--- src/rtl/tick_period_meter.sv ---
// Measures the clock-cycle interval between rising edges of i_tick and presents each
// measurement on a valid/ready port, flagging missing ticks and stalled-consumer drops.
module tick_period_meter #(
    parameter int WIDTH   = 16,
    parameter int TIMEOUT = 50000
) (
    input  logic             i_clk,
    input  logic             i_rst,
    input  logic             i_tick,
    output logic [WIDTH-1:0] o_period,
    output logic             o_valid,
    input  logic             i_ready,
    output logic             o_timeout,
    output logic             o_overrun
);

    generate
        if (TIMEOUT < 2 || longint'(TIMEOUT) > (longint'(1) << WIDTH) - 1) begin : g_bad_timeout
            $error("tick_period_meter: TIMEOUT must lie in 2..2^WIDTH-1");
        end
    endgenerate

    localparam logic [WIDTH-1:0] TIMEOUT_W = WIDTH'(TIMEOUT);

    typedef enum logic {
        ST_IDLE,
        ST_MEASURE
    } state_t;

    state_t           state_q;
    logic [WIDTH-1:0] ctr_q;
    logic [WIDTH-1:0] elapsed_d;
    logic             tick_prev_q;
    logic             tick_edge;
    logic             meas_avail;
    logic [WIDTH-1:0] period_q;
    logic             valid_q;
    logic             timeout_q;
    logic             overrun_q;

    assign tick_edge  = i_tick & ~tick_prev_q;
    // ctr_q never exceeds TIMEOUT-1, so the increment cannot wrap
    assign elapsed_d  = ctr_q + WIDTH'(1);
    assign meas_avail = (state_q == ST_MEASURE) && tick_edge;

    always_ff @(posedge i_clk) begin
        if (i_rst) begin
            state_q     <= ST_IDLE;
            ctr_q       <= '0;
            tick_prev_q <= 1'b0;
            period_q    <= '0;
            valid_q     <= 1'b0;
            timeout_q   <= 1'b0;
            overrun_q   <= 1'b0;
        end else begin
            tick_prev_q <= i_tick;
            timeout_q   <= 1'b0;
            overrun_q   <= 1'b0;

            case (state_q)
                ST_IDLE: begin
                    ctr_q <= '0;
                    if (tick_edge) begin
                        state_q <= ST_MEASURE;
                    end
                end
                ST_MEASURE: begin
                    if (tick_edge) begin
                        ctr_q <= '0;
                    end else if (elapsed_d == TIMEOUT_W) begin
                        timeout_q <= 1'b1;
                        state_q   <= ST_IDLE;
                        ctr_q     <= '0;
                    end else begin
                        ctr_q <= elapsed_d;
                    end
                end
            endcase

            // A held, unconsumed result wins over a fresh one; the fresh one is dropped
            if (meas_avail) begin
                if (!valid_q || i_ready) begin
                    period_q <= elapsed_d;
                    valid_q  <= 1'b1;
                end else begin
                    overrun_q <= 1'b1;
                end
            end else if (valid_q && i_ready) begin
                valid_q <= 1'b0;
            end
        end
    end

    assign o_period  = period_q;
    assign o_valid   = valid_q;
    assign o_timeout = timeout_q;
    assign o_overrun = overrun_q;

endmodule
--- config.mk ---
export PLATFORM = sky130hd
export DESIGN_NAME = tick_period_meter
export DESIGN_NICKNAME = d
export VERILOG_FILES = /design/src/rtl/tick_period_meter.sv
export SDC_FILE = /design/constraint.sdc
export NUM_CORES = 1
export LEC_CHECK = 0
export CAP_MARGIN = 10
export CORE_ASPECT_RATIO = 0.75
export CORE_MARGIN = 2
export CORE_UTILIZATION = 51
export DETAILED_ROUTE_END_ITERATION = 6
export PLACE_DENSITY = 0.76
export SYNTH_ARGS = -nofsm -noshare
export SYNTH_HDL_FRONTEND = slang
export SYNTH_SLANG_ARGS = --single-unit
--- constraint.sdc ---
create_clock -name i_clk -period 2.48 [get_ports i_clk]
set_input_delay 0.496 -clock i_clk [delete_from_list [all_inputs] [get_ports i_clk]]
set_output_delay 0.496 -clock i_clk [all_outputs]
set_load 0.01 [all_outputs]
==> results.md <==
- Htree depth: 2
- Clock power share: 0.434
- CP max FO: 8
- Reg clk slew, reported paths: about 0.07 ns
- CTS Buf Count: 5
- Crit Path Category: reg -> reg
- Peak supply drop: around 0.52 mV
- Largest net degree at the start of global routing: 21
- CTS tree: built
- Critical path startpoint category: flop
- Worst R2R Start: ctr_q[1]
- Nets: roughly 200
- Final setup violation count: 0
- Clock sinks: 37
- Lkg Pwr: ~0.00065 uW
- Reg2Reg Setup Slack: roughly 0.14 ns
- Slew headroom: 0.6752
- DRC violations left: 0
- Delay-heaviest family, CP: compound AO/OA/AOI/OAI gates
- Floorplan core area: between 2000 and 3000 um^2
- Cell Rows: 17
- Synth Cell Area: approximately 1500 um^2
- Post-synthesis async set-or-reset flop share: 0
- Switching Power: 266.2 uW
- Hold Path Depth: 1
- Max Cap Viol: 0
- Final Hold Vio Count: 0
- Fraction of layout instances using a drive strength above 1: 0.1224
- I/O pins: 23
- Total track usage: 0.2082
- Post-synth top area cell: dfxtp_1
- Tightest Pin Transition: 0.4855 ns
- Top post-synthesis cells by area: dfxtp_1 48%, nor2_1 9.2%, a211oi_1 7.3%, xnor2_1 5.7%, and3_1 2.8%
- Vias post-DR: roughly 1.2k
- R2R depth: 8
- Comb power frac: 0.069
- Final min period: between 2 and 2.5 ns
- Register share of total power: 0.497
- Routed WL: roughly 3200 um
- Clk_lat worst skew: about 0.29 ns
- Switching Share: 0.2130
- # fillers: roughly 210
- Mapped Nets: around 170
- R2r endpoint: ctr_q[15]
- Status: completed
- Vias in the first global route: 1,135
- Seq/Total Area, Yosys: 0.4797
- Most used DFF post-synth: dfxtp_1
- Most frequent cells in the layout: 38 x nor2_1, 36 x dfxtp_1, 22 x clkdlybuf4s50_1
- Worst endpoint required time: between 2 and 3 ns
- Crit. path cell count: 8
- Worst Hold Endpoint: ctr_q[0]
- CP peak stage delay: around 0.42 ns
- PwrDens: around 640 nW/um^2
- Final clock skew: 0.007703 ns
- Int Power: roughly 1000 uW
- Die H: between 50 and 60 um
- Initial antenna violation count: 0
- Drt pass-1 iters: 4
- PortBufs: 22
- Number of flops mapped to enable cells by yosys: 0
- DR WL/cell: roughly 14 um
- Fmax: 426.7 MHz
- Max-slew violation count: 0
- Via-per-instance ratio: between 5 and 6
- Layout area overhead: 26.18%
- Yosys reg bits: 37
- RSZ-0062 raised after global routing: no
- HPWL Detailed: about 2400 um
- Post-DP Area: 1819 um^2
- Critical Path End Type: flop
- Max stage delay cell, worst path: dfxtp_1
- Die width: between 60 and 70 um
- Post-Layout Inst Area: approximately 1900 um^2
- Setup_tns: 0 ns
- Final ANT Viol Nets: 0
- GPL Wtd Cong: slightly above 0.8
- Post-synth top area share: 0.4797
- Starting Density: 0.5298
- First-pass GRT wire length: 5237 um
- Synth Area per Inst: around 9.2 um^2
- Grt ovf: 0
- Initial DRC count: 58
- Final cycle utilization of the critical path: 0.9449
- Hold WS: roughly 0.50 ns
- Worst hold-check path type: reg -> reg
- N_diodes: 0
- WP data arrival: 2.50 ns
- Critical-path cell list: ha_1, and2_4, nand2_2, o32a_1, a2111o_1, o41ai_4, buf_4, nor2_1
- Synth Instances: about 170
- CTS Buffer Depth: 2
- Ys Warns: 0
- Die area: ~3500 um^2
- Synth cell types: 37
- Worst Hold Launch: ctr_q[0]
- Buf/Inv on CP: 1
- CTS root buf: clkbuf_8
- Hold Buf Count CTS: 0
- Leading cell type in the layout, fill and taps excluded: nor2_1
-- area by class of cell --
type	instances	area (um^2)	area share
multi-input combinational	121	769.5	0.3950
clock inverter	2	37.54	0.01927
timing repair buffer	27	257.7	0.1323
sequential	37	742.0	0.3809
clock buffer	6	82.58	0.04239
tap	38	47.55	0.02441
inverter	3	11.26	0.005780
-- synthesized netlist by cell type (all sizes together) (2+ instances only) --
master and n:
nand2b 2, a211oi 15, a21oi 4, ha 2
and2 3, nor2b 2, xnor2 10, inv 3
xor2 4, dfxtp 37, clkbuf 6, nor3 3
nand3 4, nor2 38, nor4 2, nand2 9
and3 8
-- worst register-to-register path, cell delays in order (launching register included) --
cell and delay [ns]:
dfxtp_1 0.42, ha_1 0.26, and2_4 0.18, nand2_2 0.07, o32a_1 0.32, a2111o_1 0.42, o41ai_4 0.29, buf_4 0.21
nor2_1 0.05
-- stage by stage --
step | worst slack, ns | instances | utilization | total power, uW
CTS | 0.1136 | 233 | 0.6655 | 1257
global placement | 0.2380 | 225 | 0.6243 | 718.7
finish | 0.1367 | 234 | 0.6685 | 1250
floorplan | 0.3471 | 167 | - | 678.0
detailed placement | 0.1265 | 225 | 0.6243 | 720.4
global route | 0.04086 | 234 | 0.6685 | 1301
-- routing by layer --
layer,wire (um),global-route usage
met1,1582,0.2958
met2,1387,0.2925
met3,214,0.05195
met4,26,0.09864
met5,0,0
-- registers in the layout, summed over array words and instances, names as in the netlist --
signal	count
state_q	1
o_overrun	1
tick_prev_q	1
ctr_q	16
o_timeout	1
o_period	16
o_valid	1
-- worst max-delay path by stage --
stage | from | to | slack (ns)
after floorplan | ctr_q[0] | ctr_q[14] | 0.35
after global placement | ctr_q[0] | ctr_q[14] | 0.24
after detailed placement | ctr_q[0] | ctr_q[8] | 0.13
after CTS | ctr_q[0] | ctr_q[4] | 0.11
after global routing | ctr_q[1] | ctr_q[15] | 0.04
final | ctr_q[1] | ctr_q[15] | 0.14
-- power groups by stage --
| stage | Combinational, uW | Sequential [uW] | Clock [uW] |
|---|---|---|---|
| 2_1_floorplan | 37.8 | 640 | 0 |
| 4_1_cts | 85.9 | 621 | 550 |
| 3_5_place_dp | 85.4 | 635 | 0 |
| 5_1_grt | 96.1 | 623 | 581 |
| 3_3_place_gp | 85.4 | 633 | 0 |
| 6_report | 86.7 | 621 | 542 |
-- cell families (layout without fill, tap and decap cells) --
| group | count (synthesis) | count (layout) | share of synthesized area |
|---|---|---|---|
| adders and majority gates | 2 | 2 | 0.01620 |
| muxes | 1 | 1 | 0.006483 |
| buffers and inverters | 9 | 38 | 0.02188 |
| AOI/OAI and AO/OA | 25 | 25 | 0.1313 |
| xor gates and xnor gates | 14 | 14 | 0.07941 |
| and+or+nand+nor | 79 | 79 | 0.2650 |
| DFF | 37 | 37 | 0.4797 |
-- what timing repair did --
item,CTS,global route
endpoints found under the hold margin,0,0
gates resized for setup,0,1
setup buffers,0,1
endpoints found under the setup margin,0,8
(Power assumes the default switching activity.)
